==> config.mk <==
export PLATFORM = sky130hd
export DESIGN_NAME = lcd_cmd_sequencer_flat
export DESIGN_NICKNAME = d
export VERILOG_FILES = /design/src/rtl/lcd_seq_pkg.sv /design/src/rtl/lcd_cmd_sequencer_if.sv /design/src/rtl/lcd_seq_fifo.sv /design/src/rtl/lcd_cmd_sequencer.sv /design/src/flat_wrapper.sv
export SDC_FILE = /design/constraint.sdc
export NUM_CORES = 1
export LEC_CHECK = 0
export ABC_AREA = 1
export CAP_MARGIN = 20
export CELL_PAD_IN_SITES_DETAIL_PLACEMENT = 1
export CELL_PAD_IN_SITES_GLOBAL_PLACEMENT = 1
export CORE_MARGIN = 5
export CORE_UTILIZATION = 38
export CTS_CLUSTER_DIAMETER = 50
export DETAILED_ROUTE_END_ITERATION = 12
export PLACE_DENSITY_LB_ADDON = 0.15
export SYNTH_ARGS = -nofsm -noshare
export SYNTH_HDL_FRONTEND = slang
export SYNTH_SLANG_ARGS = --single-unit
==> constraint.sdc <==
create_clock -name clk -period 2 [get_ports clk]
set_clock_uncertainty 0.2 [all_clocks]
set_input_delay 0.4 -clock clk [delete_from_list [all_inputs] [get_ports clk]]
set_output_delay 0.4 -clock clk [all_outputs]
set_load 0.05 [all_outputs]
==> src/rtl/lcd_seq_pkg.sv <==
// Shared definitions for the LCD_CTRL command sequencer: command encoding, FSM states,
// cursor bounds and the shift/cursor helper functions.
package lcd_seq_pkg;

  typedef logic [3:0] cmd_t;

  localparam cmd_t CMD_WRITE       = 4'd0;
  localparam cmd_t CMD_SHIFT_UP    = 4'd1;
  localparam cmd_t CMD_SHIFT_DOWN  = 4'd2;
  localparam cmd_t CMD_SHIFT_LEFT  = 4'd3;
  localparam cmd_t CMD_SHIFT_RIGHT = 4'd4;
  localparam cmd_t CMD_MAX         = 4'd5;
  localparam cmd_t CMD_MIN         = 4'd6;
  localparam cmd_t CMD_AVG         = 4'd7;
  localparam cmd_t CMD_ROT_CCW     = 4'd8;
  localparam cmd_t CMD_ROT_CW      = 4'd9;
  localparam cmd_t CMD_MIRROR_X    = 4'd10;
  localparam cmd_t CMD_MIRROR_Y    = 4'd11;
  localparam cmd_t CMD_FINISH      = 4'd12;

  localparam logic [2:0] CUR_MIN  = 3'd1;
  localparam logic [2:0] CUR_MAX  = 3'd7;
  localparam logic [2:0] CUR_INIT = 3'd4;

  typedef enum logic [2:0] {
    ST_BOOT   = 3'd0,
    ST_IDLE   = 3'd1,
    ST_ISSUE  = 3'd2,
    ST_WAIT   = 3'd3,
    ST_DRAIN  = 3'd4,
    ST_FINISH = 3'd5,
    ST_ERROR  = 3'd6
  } seq_state_t;

  function automatic logic is_shift(input cmd_t c);
    return (c >= CMD_SHIFT_UP) && (c <= CMD_SHIFT_RIGHT);
  endfunction

  // Write and every finish code hand the engine over to its write-out phase.
  function automatic logic ends_seq(input cmd_t c);
    return (c == CMD_WRITE) || (c >= CMD_FINISH);
  endfunction

  function automatic logic [5:0] cursor_next(input cmd_t c, input logic [2:0] x,
                                             input logic [2:0] y);
    logic [2:0] nx;
    logic [2:0] ny;
    nx = x;
    ny = y;
    case (c)
      CMD_SHIFT_UP:    ny = (y > CUR_MIN) ? (y - 3'd1) : y;
      CMD_SHIFT_DOWN:  ny = (y < CUR_MAX) ? (y + 3'd1) : y;
      CMD_SHIFT_LEFT:  nx = (x > CUR_MIN) ? (x - 3'd1) : x;
      CMD_SHIFT_RIGHT: nx = (x < CUR_MAX) ? (x + 3'd1) : x;
      default: ;
    endcase
    return {nx, ny};
  endfunction

endpackage

==> src/rtl/lcd_cmd_sequencer_if.sv <==
// Host-side push handshake into the command sequencer.
interface lcd_cmd_sequencer_if;
  lcd_seq_pkg::cmd_t cmd_in;
  logic              cmd_in_valid;
  logic              cmd_in_ready;

  modport master (output cmd_in, output cmd_in_valid, input cmd_in_ready);
  modport slave  (input cmd_in, input cmd_in_valid, output cmd_in_ready);
endinterface

==> src/rtl/lcd_seq_fifo.sv <==
// DEPTH x 4 synchronous command FIFO with head look-ahead, full/empty flags and occupancy.
module lcd_seq_fifo
  import lcd_seq_pkg::*;
#(
  parameter int DEPTH = 8
) (
  input  logic                   clk,
  input  logic                   reset,
  input  logic                   push,
  input  cmd_t                   din,
  input  logic                   pop,
  output cmd_t                   dout,
  output logic                   full,
  output logic                   empty,
  output logic [$clog2(DEPTH):0] level
);
  localparam int AW = $clog2(DEPTH);

  cmd_t          mem_r [DEPTH];
  logic [AW-1:0] wr_ptr_r;
  logic [AW-1:0] rd_ptr_r;
  logic [AW:0]   count_r;
  logic          push_s;
  logic          pop_s;

  assign full   = (count_r == (AW + 1)'(DEPTH));
  assign empty  = (count_r == '0);
  assign level  = count_r;
  assign dout   = mem_r[rd_ptr_r];
  assign push_s = push && !full;
  assign pop_s  = pop && !empty;

  // Storage array; pointers wrap naturally since DEPTH is a power of two.
  always_ff @(posedge clk) begin
    if (push_s) begin
      mem_r[wr_ptr_r] <= din;
    end
  end

  // Pointer and occupancy bookkeeping.
  always_ff @(posedge clk) begin
    if (!reset) begin
      wr_ptr_r <= '0;
      rd_ptr_r <= '0;
      count_r  <= '0;
    end else begin
      if (push_s) wr_ptr_r <= wr_ptr_r + AW'(1);
      if (pop_s)  rd_ptr_r <= rd_ptr_r + AW'(1);
      case ({push_s, pop_s})
        2'b10:   count_r <= count_r + (AW + 1)'(1);
        2'b01:   count_r <= count_r - (AW + 1)'(1);
        default: count_r <= count_r;
      endcase
    end
  end
endmodule

==> src/rtl/lcd_cmd_sequencer.sv <==
// Buffers host commands and issues them one at a time to LCD_CTRL under its busy/done handshake.
// Define LCD_SEQ_CURSOR_TRACK_EN to shadow the operation point and drop saturated shifts.
module lcd_cmd_sequencer
  import lcd_seq_pkg::*;
#(
  parameter int DEPTH       = 8,
  parameter int TIMEOUT_CYC = 255
) (
  input  logic                   clk,
  input  logic                   reset,
  lcd_cmd_sequencer_if.slave     host,
  input  logic                   lcd_busy,
  input  logic                   lcd_done,
  output cmd_t                   cmd,
  output logic                   cmd_valid,
  output logic                   seq_done,
  output logic                   seq_err,
  output logic [15:0]            issued_cnt,
  output logic [$clog2(DEPTH):0] fifo_level,
  output logic [2:0]             cursor_x,
  output logic [2:0]             cursor_y
);
  localparam int WD_W = $clog2(TIMEOUT_CYC + 1);

  seq_state_t      state_r;
  logic [WD_W-1:0] wd_r;
  cmd_t            cmd_r;
  logic            cmd_valid_r;
  logic            done_r;
  logic            err_r;
  logic [15:0]     cnt_r;
  logic [2:0]      cur_x_r;
  logic [2:0]      cur_y_r;

  cmd_t       head_s;
  logic       full_s;
  logic       empty_s;
  logic       pop_s;
  logic       drop_s;
  logic       wd_hit_s;
  logic [5:0] cur_nx_s;

  assign pop_s             = (state_r == ST_IDLE) && !empty_s;
  assign wd_hit_s          = (wd_r == WD_W'(TIMEOUT_CYC - 1));
  assign host.cmd_in_ready = !full_s;

  lcd_seq_fifo #(.DEPTH(DEPTH)) u_fifo (
    .clk   (clk),
    .reset (reset),
    .push  (host.cmd_in_valid),
    .din   (host.cmd_in),
    .pop   (pop_s),
    .dout  (head_s),
    .full  (full_s),
    .empty (empty_s),
    .level (fifo_level)
  );

`ifdef LCD_SEQ_CURSOR_TRACK_EN
  assign cur_nx_s = cursor_next(head_s, cur_x_r, cur_y_r);
  assign drop_s   = is_shift(head_s) && (cur_nx_s == {cur_x_r, cur_y_r});
`else
  assign cur_nx_s = {CUR_INIT, CUR_INIT};
  assign drop_s   = 1'b0;
`endif

  // Sequencer FSM; the watchdog restarts from zero on every state change.
  always_ff @(posedge clk) begin
    if (!reset) begin
      state_r     <= ST_BOOT;
      wd_r        <= '0;
      cmd_r       <= CMD_WRITE;
      cmd_valid_r <= 1'b0;
      done_r      <= 1'b0;
      err_r       <= 1'b0;
      cnt_r       <= 16'd0;
      cur_x_r     <= CUR_INIT;
      cur_y_r     <= CUR_INIT;
    end else begin
      cmd_valid_r <= 1'b0;
      wd_r        <= '0;
      case (state_r)
        ST_BOOT: begin
          if (!lcd_busy) begin
            state_r <= ST_IDLE;
          end else if (wd_hit_s) begin
            state_r <= ST_ERROR;
            err_r   <= 1'b1;
          end else begin
            wd_r <= wd_r + WD_W'(1);
          end
        end
        // A dropped shift is popped but leaves the FSM in IDLE for another look.
        ST_IDLE: begin
          if (!empty_s && !drop_s) begin
            cmd_r       <= head_s;
            cmd_valid_r <= 1'b1;
            cur_x_r     <= cur_nx_s[5:3];
            cur_y_r     <= cur_nx_s[2:0];
            state_r     <= ST_ISSUE;
            if (cnt_r != 16'hFFFF) cnt_r <= cnt_r + 16'd1;
          end
        end
        ST_ISSUE: state_r <= ends_seq(cmd_r) ? ST_DRAIN : ST_WAIT;
        ST_WAIT: begin
          if (!lcd_busy) begin
            state_r <= ST_IDLE;
          end else if (wd_hit_s) begin
            state_r <= ST_ERROR;
            err_r   <= 1'b1;
          end else begin
            wd_r <= wd_r + WD_W'(1);
          end
        end
        ST_DRAIN: begin
          if (lcd_done) begin
            state_r <= ST_FINISH;
            done_r  <= 1'b1;
          end else if (wd_hit_s) begin
            state_r <= ST_ERROR;
            err_r   <= 1'b1;
          end else begin
            wd_r <= wd_r + WD_W'(1);
          end
        end
        ST_FINISH: state_r <= ST_FINISH;
        ST_ERROR:  state_r <= ST_ERROR;
        default: begin
          state_r <= ST_ERROR;
          err_r   <= 1'b1;
        end
      endcase
    end
  end

  assign cmd        = cmd_r;
  assign cmd_valid  = cmd_valid_r;
  assign seq_done   = done_r;
  assign seq_err    = err_r;
  assign issued_cnt = cnt_r;
  assign cursor_x   = cur_x_r;
  assign cursor_y   = cur_y_r;
endmodule

==> src/flat_wrapper.sv <==
// flat-port wrapper written by rule: the top's interface ports become plain ports
module lcd_cmd_sequencer_flat import lcd_seq_pkg::*;
#(
  parameter int DEPTH       = 8,
  parameter int TIMEOUT_CYC = 255
)
  (clk, reset, lcd_busy, lcd_done, cmd, cmd_valid, seq_done, seq_err, issued_cnt, fifo_level, cursor_x, cursor_y, host_cmd_in, host_cmd_in_valid, host_cmd_in_ready);
  lcd_cmd_sequencer_if host_i ();
  input  logic clk;
  input  logic reset;
  input  logic lcd_busy;
  input  logic lcd_done;
  output cmd_t cmd;
  output logic cmd_valid;
  output logic seq_done;
  output logic seq_err;
  output logic [15:0] issued_cnt;
  output logic [$clog2(DEPTH):0] fifo_level;
  output logic [2:0] cursor_x;
  output logic [2:0] cursor_y;
  input wire logic [$bits(host_i.cmd_in)-1:0] host_cmd_in;
  input wire logic [$bits(host_i.cmd_in_valid)-1:0] host_cmd_in_valid;
  output wire logic [$bits(host_i.cmd_in_ready)-1:0] host_cmd_in_ready;
  assign host_i.cmd_in = host_cmd_in;
  assign host_i.cmd_in_valid = host_cmd_in_valid;
  assign host_cmd_in_ready = host_i.cmd_in_ready;
  lcd_cmd_sequencer #(.DEPTH(DEPTH), .TIMEOUT_CYC(TIMEOUT_CYC)) u_core (.clk(clk), .reset(reset), .host(host_i), .lcd_busy(lcd_busy), .lcd_done(lcd_done), .cmd(cmd), .cmd_valid(cmd_valid), .seq_done(seq_done), .seq_err(seq_err), .issued_cnt(issued_cnt), .fifo_level(fifo_level), .cursor_x(cursor_x), .cursor_y(cursor_y));
endmodule
## Yosys cells after proc, flatten, opt, wreduce, memory -nomap -nowiden

Memory sizes are Yosys's and may differ from the RTL's. A register that Yosys moved wholly into a read port is not among the register bits.
Cells that the tools add are included.

| cells by class | value |
|---|---|
| add/sub/neg operators | 6 |
| $lt $le $gt $ge | 1 |
| equality and inequality tests | 14 |
| mux-type cells | 18 |
| bitwise gates (word level) | 2 |
| reduce and logical (&&, ||, !) cells | 18 |

Operators with widths:

| kind | count |
|---|---|
| $mux 8 | 3 |
| $add 16x1->16 const B | 1 |
| $ne 16x16->1 const B | 1 |
| $pmux 8 s2 | 1 |
| $mux 3 | 5 |
| $pmux 3 s5 | 1 |
| $eq 3x3->1 const B | 3 |
| $add 8x1->8 const B | 1 |
| $eq 8x8->1 const B | 1 |
| $logic_not 4->1 | 2 |
| $pmux 4 s2 | 1 |
| $add 3x1->3 const B | 2 |
| $eq 3x2->1 const B | 2 |
| $mux 1 | 6 |
| $reduce_and 2->1 | 3 |
| $reduce_and 3->1 | 2 |
| $add 4x1->4 const B | 1 |
| $eq 4x4->1 const B | 1 |
| $ge 4x4->1 const B | 1 |
| $ne 2x2->1 const B | 2 |
| $reduce_or 4->1 | 1 |
| $sub 4x1->4 const B | 1 |
| $eq 3x1->1 const B | 1 |
| $logic_and 1x1->1 | 3 |
| other kinds (10) | 13 |

| word-level totals | value |
|---|---|
| bits in registers | 40 |
| memory bits (writable) | 32 |
| input port bits | 9 |
| output and inout bits | 34 |
| word-level logic and storage cells | 69 |
| memories kept | 1 |

Memories:

| memory | words | width | read ports | clocked after Yosys merged registers in | wr ports | RTL line | text |
|---|---|---|---|---|---|---|---|
| u_core.u_fifo.mem_r | 8 | 4 | 1 | 1 | 1 | lcd_seq_fifo.sv:19 | `cmd_t mem_r [DEPTH];` |

## Logic depth before layout (Yosys ltp)

Gate-level depths: netlist of run 1.

| logic depth | value |
|---|---|
| word-level depth | 6 |
| depth in mapped cells | 16 |
| mapped depth without buffers | 16 |

## Hierarchy

Synthesis of run 1 repeated with hierarchy kept, for this count alone.

| unflattened totals | value |
|---|---|
| cell total of the unflattened synthesis | 455 |
| area total of the unflattened synthesis | 3797.4 µm² |

By module, submodules not included:

| module | instances | cells each | area each (µm²) | sequential area each (µm²) |
|---|---|---|---|---|
| lcd_seq_fifo | 1 | 188 | 1968.1 | 1221.2 |
| lcd_cmd_sequencer | 1 | 267 | 1829.3 | 680.7 |

## Worst setup path after synthesis of run 1

OpenSTA, ideal clock, no wires.

| timing | value |
|---|---|
| path kind | reg-to-reg |
| start | reg u_core.u_fifo.count_r[0] (netlist: u_core.u_fifo.level[0]) |
| end | reg u_core.u_fifo.count_r[2] (netlist: u_core.u_fifo.level[2]) |
| library setup time | 115 ps |
| arrival time | 2598 ps |
| data required time | 1685 ps |
| path slack | -914 ps |
| cell stages (with the launch flop) | 13 |
| cells stage by stage | dfxtp_1 > nor2_2 > nand3_1 > nand2_1 > ha_1 > nand2_1 > inv_1 > nor2_1 > ha_1 > a21oi_1 > xnor2_1 > o21ai_0 > inv_1 |

RTL lines:

| element | RTL line | text |
|---|---|---|
| from (decl) | lcd_seq_fifo.sv:22 | `logic [AW:0] count_r;` |
| from (signal assigned) | lcd_seq_fifo.sv:50 | `2'b10: count_r <= count_r + (AW + 1)'(1);` |
| from (signal assigned) | lcd_seq_fifo.sv:51 | `2'b01: count_r <= count_r - (AW + 1)'(1);` |
| from (signal assigned) | lcd_seq_fifo.sv:52 | `default: count_r <= count_r;` |
| $eq 4x4->1 (*) | lcd_seq_fifo.sv:26 | `assign full = (count_r == (AW + 1)'(DEPTH));` |
| $logic_not 1->1 (*) | - |  |
| named net host_cmd_in_ready | flat_wrapper.sv:23 | `output wire logic [$bits(host_i.cmd_in_ready)-1:0] host_cmd_in_ready;` |
| $logic_and 1x1->1 (*) | lcd_seq_fifo.sv:30 | `assign push_s = push && !full;` |
| $eq 2x1->1 or $eq 2x2->1 (tied branches) | lcd_seq_fifo.sv:49 | `case ({push_s, pop_s})` |
| $pmux 4 s2 or $reduce_bool 2->1 (tied branches) | - |  |

The timed path passes the listed nets; every way through them passes the cells marked *.
A chain may end at the register's enable or synchronous reset.

## Worst setup path after layout of run 1

| timing | value |
|---|---|
| start | reg u_core.state_r[1] |
| end | reg u_core.u_fifo.count_r[2] (netlist: u_core.u_fifo.level[2]) |

| on the way | value |
|---|---|
| cells in the longest elaborated chain, start to end | 5 |

Ends and longest elaborated chain:

| element | RTL line | text |
|---|---|---|
| from (decl) | lcd_cmd_sequencer.sv:25 | `seq_state_t state_r;` |
| from (signal assigned) | lcd_cmd_sequencer.sv:104 | `ST_ISSUE: state_r <= ends_seq(cmd_r) ? ST_DRAIN : ST_WAIT;` |
| $eq 3x1->1 (*) | lcd_cmd_sequencer.sv:43 | `assign pop_s = (state_r == ST_IDLE) && !empty_s;` |
| $logic_and 1x1->1 (*) | lcd_cmd_sequencer.sv:43 |  |
| named net u_core.pop_s | lcd_cmd_sequencer.sv:38 | `logic pop_s;` |
| $logic_and 1x1->1 (*) | lcd_seq_fifo.sv:31 | `assign pop_s = pop && !empty;` |
| $eq 2x1->1 or $eq 2x2->1 (tied branches) | lcd_seq_fifo.sv:49 |  |
| $pmux 4 s2 or $reduce_bool 2->1 (tied branches) | - |  |

Marked as above.

==> impl_metrics.ini, run 1 <==
[synth]
netlist_top_cells_area = edfxtp_1 26%, dfxtp_1 24%, nor2_1 9.2%
synth_top_flop_cell = dfxtp_1
ys_seq_area_share_pct = 49.78
avgSynthCellArea_sq_um = 8.078
synth_cells = 458
synth-warning-count = 0
number_of_enable_flip_flop_cells_after_synthesis = 32
yosys.cell_types.count = 35
mappedNetlistArea_sq_um = 3700
area_leader_netlist = edfxtp_1
synth_top_area_share_pct = 25.97
asyncSetResetFlopFracSynth_pct = 0
postSynthRegisterBits = 76

[worst_setup_path]
worst-r2r-cell-count = 15
critical_path.cell_chain = inv_2 > ha_4 > nand2_4 > inv_4 > nand2_4 > inv_6 > ha_4 > nand2_4 > inv_2 > nor2_4 > ha_4 > a21oi_2 > xnor2_1 > o21ai_1 > inv_1
start_kind = flip-flop
cp_num_cells = 15
worstSetupEndpointType = flip-flop
path_delay_family = adder cells
crit_fanout = 3
worst-endpoint-arrival_ns = 2.05
worstPathRequired_ns = 2.05
critical-path-slowest-cell = dfxtp_2
kind_of_critical_path = flip-flop to flip-flop
worstPathBufferInverterCount = 5
critical_path.max_stage_delay_ns = 0.34

[layout]
layout.cells.most_common = nor2_1
register_area_sq_um = 1861
post_route_cells_drive_above_1_share_pct = 24.54
num_antenna_cells = 0
nNetsFinal = 554
filler_cell_count = 1203
layout.cells.most_common_list = 88 x nor2_1, 79 x nand2_1, 66 x buf_4
area_delta_synth_final_pct = 27.49
finalCoreUtilization_pct = 48.94
fin_area_sq_um = 4717
multiInputGateArea_sq_um = 1734
layoutNonFillerInstCount = 671

[sta]
sum_of_negative_setup_slack_ns = 0
timing.hold.ws_ns = 0.2676
achievable-frequency_mhz = 500.4
final.min_clock_period_ns = 1.998
grt_setup_unrepaired = true
final.period_utilization_pct = 99.92
final-hold-violation-count = 0
count_of_final_max_slew_check_failures = 0
final-setup-viol-count = 0

[place]
post_dp_cell_area_sq_um = 4382
place.gp.congestion = 0.8067
dp_hpwl_um = 7147
number_of_i_o_port_buffers = 36
inst_count_dp = 648

[cts]
h-tree-depth = 3
cts_root_buffer = clkbuf_8
cts_max_path_buffers = 2
clk_pin_slew_worst_paths_ns = 0.08
numClockSinks = 76
tritoncts = built
clkLatencyLatePin_ns = 0.35
cts_made_buffers = 9
post_cts_hold_buffer_count = 0

[detailed_routing]
routed-wl-met2_um = 4524
dr.max_layer_used = met4
firstDrtPassIters = 4
detail_route.wirelength_um = 9322
viasPerCell = 4.832
iter_0_drt_violations = 100
wl_met1_um = 4271
ant_nets = 0
average_routed_wire_per_standard_cell_um = 13.89
drcViolationCount = 0
via_count_of_the_routed_design = 3242
met3_wirelength_um = 302

[floorplanning]
core.rowCount = 36
core_area_sq_um = 9639
chipWidth_um = 108.7
die_y_um = 108.7
die_area_sq_um = 11810
design.portCount = 43
initial_core_utilization_pct = 38.38

[pwr]
vdd_drop_max_v = 0.0007061
power_density_nw_per_um2 = 1008
p_leak_nw = 1.907

[hold_path]
hold_path_class = flip-flop to flip-flop
worstHoldPathCells = 2

[outcome]
run_status = complete, no violations

[grt]
grtUsageTotal_pct = 17.03
globalRoute.totalOverflow = 0
largest_net_degree_at_the_start_of_global_routing = 25
via_count_of_the_first_global_routing_pass = 3344
grt_antenna_before_repair = 0
grt_first_pass_wirelength_um = 15550

[job]
max-cap-violations = 0
==> cell families after synthesis <==
logic type,share of synthesized area (%)
simple gates,28.68
flops,49.78
compound gates,8.691
buf+inv,7.643
fa+ha+maj,4.058
xor+xnor,0.9471
other cells,0.2030
==> sequential cells by signal, summed over array words and instances (netlist names) <==
name                    cells
u_core.cmd_valid            1
u_core.u_fifo.wr_ptr_r      3
u_core.issued_cnt          16
u_core.wd_r                 8
u_core.seq_err              1
u_core.u_fifo.rd_ptr_r      3
u_core.state_r              3
u_core.u_fifo.level         4
u_core.u_fifo.mem_r        32
u_core.cmd                  4
u_core.seq_done             1
==> metrics by stage <==
stage / setup slack (ns) / power (mW)
floorplan: -0.04586 / 3.019
global placement: -0.1837 / 3.495
detailed placement: -0.2542 / 3.548
CTS: -0.01535 / 4.679
global route: -0.07011 / 5.088
finish: 0.001630 / 4.754
==> worst paths after layout <==
kind                startpoint                      to  slack [ns]
max          u_core.state_r[1]  u_core.u_fifo.level[2]       0.002
min             u_core.seq_err          u_core.seq_err        0.27
max reg2reg  u_core.state_r[1]  u_core.u_fifo.level[2]       0.002
min reg2reg     u_core.seq_err          u_core.seq_err        0.27
==> synth_stat cells, types with 6 or more instances <==
| cell | n |
|---|---|
| ha_1 | 12 |
| nand3_1 | 33 |
| a21oi_1 | 28 |
| buf_4 | 6 |
| dfxtp_1 | 44 |
| nand2_1 | 83 |
| nand3_2 | 7 |
| nor3_1 | 6 |
| inv_1 | 42 |
| o21ai_0 | 27 |
| nor2_1 | 91 |
| buf_2 | 6 |
| nand4_1 | 6 |
| edfxtp_1 | 32 |
==> worst reg2reg max path: stages (launching register included) <==
cell,delay [ns]
dfxtp_2,0.34
inv_2,0.05
ha_4,0.16
nand2_4,0.07
inv_4,0.04
nand2_4,0.07
inv_6,0.04
ha_4,0.17
nand2_4,0.06
inv_2,0.04
nor2_4,0.15
ha_4,0.15
a21oi_2,0.03
xnor2_1,0.13
o21ai_1,0.15
inv_1,0.06
==> per-layer routing <==
layer | track usage [%] | up-vias
met5 | 0 | -
met4 | 8.296 | 0
met2 | 29.30 | 53
met1 | 20.58 | 1534
met3 | 2.960 | 17
li1 | - | 1638
==> power breakdown <==
part | switching [mW] | internal [mW] | leakage, nW
logic | 1.15 | 0.681 | 1.16
registers | 0.0999 | 1.76 | 0.652
clock network | 0.581 | 0.481 | 0.0920
total | 1.83 | 2.92 | 1.91
==> layout make-up <==
type	instances	area share, %
Timing Repair Buffer	76	12.68
Clock inverter	6	0.8488
Tap cell	133	3.528
Inverter	46	3.820
Clock buffer	10	2.918
Multi-Input combinational cell	324	36.76
Sequential cell	76	39.44
==> timing repair <==
item	CTS	global route
endpoints found under the setup margin	3	13
gates resized for setup	7	16
pin swaps	3	14
cloned	0	0
setup buffers	2	5
Note: power is estimated with default switching activity, not from simulation.
==> run 2, diff against run 1 <==
CORE_UTILIZATION = 42   (was 38)
DONT_BUFFER_PORTS = 1   (was unset)
==> run 2 against run 1 <==
Effect of this change: the flow now finishes with violations (negative setup slack); first-iteration DRC count is 13% lower; highest routed layer unchanged; flip-flop and latch count stayed put; count of clock-buffer cells in the layout stayed put; sequential power is 2% higher; routed wire length is 6.3% higher; cell count is 7.3% lower; power is 3.6% higher; combinational power is 7% lower; register-to-register slack hardly changed; global-route usage is 1.7 points higher.
==> impl_metrics.ini, run 2 (synthesis results as in run 1) <==
[cts]
cts_made_buffers = 9
clk_pin_slew_worst_paths_ns = 0.08
tritoncts = built
cts_max_path_buffers = 2
h-tree-depth = 3
clkLatencyLatePin_ns = 0.36
numClockSinks = 76
cts_root_buffer = clkbuf_8

[detailed_routing]
viasPerCell = 5.207
iter_0_drt_violations = 87
via_count_of_the_routed_design = 3239
firstDrtPassIters = 4
detail_route.wirelength_um = 9906
average_routed_wire_per_standard_cell_um = 15.93
ant_nets = 0
drcViolationCount = 0

[layout]
num_antenna_cells = 0
finalCoreUtilization_pct = 52.20
area_delta_synth_final_pct = 21.85
layout.cells.most_common_list = 87 x nor2_1, 80 x nand2_1, 47 x buf_4
max_flop_register = u_core.u_fifo.mem_r
layout.cells.most_common = nor2_1
layoutNonFillerInstCount = 622
nNetsFinal = 530
fin_area_sq_um = 4508
largest_register_ffs = 32
post_route_cells_drive_above_1_share_pct = 21.21

[sta]
finalWorstSetupSlack_ns = -0.005554
grt_setup_unrepaired = true
achievable-frequency_mhz = 498.6
slew_headroom_pct = 32.05
final.min_clock_period_ns = 2.006
timing.hold.ws_ns = 0.01672
final.period_utilization_pct = 100.3
timing_worst_slew_pin_value_ns = 1.019
count_of_final_max_slew_check_failures = 0
sum_of_negative_setup_slack_ns = -0.005554
final-hold-violation-count = 0
final-setup-viol-count = 1

[worst_setup_path]
worst-r2r-cell-count = 14
critical_path.cell_chain = nor2_4 > nand2_2 > nand2_4 > inv_6 > ha_4 > nand2_4 > inv_4 > nor2_4 > buf_4 > nand3_1 > nand2_2 > nand4_1 > nand2_1 > nor2_1
critical-path-slowest-cell = dfxtp_4
worstPathRequired_ns = 2.05
worstPathBufferInverterCount = 3
cp_num_cells = 14
crit_fanout = 4
worstSetupEndpointType = flip-flop
path_delay_family = simple AND/OR/NAND/NOR gates
kind_of_critical_path = flip-flop to flip-flop
worst-endpoint-arrival_ns = 2.05
start_kind = flip-flop
critical_path.max_stage_delay_ns = 0.36

[pwr]
finalPower_mw = 4.924
power_density_nw_per_um2 = 1092
p_leak_nw = 1.813
vdd_drop_max_v = 0.0004381

[floorplanning]
core.rowCount = 34
design.portCount = 43
die_area_sq_um = 10790
chipWidth_um = 103.9
core_area_sq_um = 8636
initial_core_utilization_pct = 42.84
die_y_um = 103.9

[grt]
grt_antenna_before_repair = 0
via_count_of_the_first_global_routing_pass = 3430
grtUsageTotal_pct = 18.76
globalRoute.totalOverflow = 0
largest_net_degree_at_the_start_of_global_routing = 25
grt_first_pass_wirelength_um = 16510

[place]
number_of_i_o_port_buffers = 0
dp_hpwl_um = 7202
place.gp.congestion = 0.8233
inst_count_dp = 596
post_dp_cell_area_sq_um = 4128
placement.setup.worst_slack_ns = -0.09625

[job]
max-cap-violations = 0

[outcome]
failing_checks = negative setup slack
run_status = finished, violations left

[hold_path]
hold_path_class = primary input to flip-flop
worstHoldPathCells = 2
[run 2: path summary, 6_finish.rpt]
kind	from	end	slack (ns)
worst max-delay path	u_core.u_fifo.level[0]	u_core.u_fifo.level[3]	-0.006
worst min-delay path	reset	u_core.u_fifo.rd_ptr_r[0]	0.02
worst max register to register	u_core.u_fifo.level[0]	u_core.u_fifo.level[3]	-0.006
worst min register to register	u_core.wd_r[0]	u_core.wd_r[0]	0.27
[run 2: per-layer routing]
metal	global-route usage (%)	vias to the layer above	wire length, um
li1	-	1593	-
met1	22.26	1565	4272
met2	32.06	62	4924
met3	4.780	19	456
met4	7.956	0	253
met5	0	-	0
[run 2: cell type report]
type,instances,area [sq um]
clock buffers,10,137.6
clock inverters,6,87.58
fillers,1070,4128
inverters,46,180.2
multi-input cells,324,1700
flip-flops and latches,76,1862
well taps,108,135.1
repair buffers,52,405.4
[run 2: what timing repair did]
item                                    in CTS  in global routing
endpoints found under the setup margin       2                 18
gates resized for setup                      3                 16
endpoints found under the hold margin       53                  0
hold buffers                                 5                  0
buffers inserted                             3                  2
pin swaps                                    2                  9
[run 2: where the power goes]
group | internal (mW) | switching [mW] | total, mW
Sequential | 1.76 | 0.138 | 1.90
Combinational | 0.589 | 1.11 | 1.70
Clock | 0.736 | 0.590 | 1.33
Total | 3.08 | 1.84 | 4.92
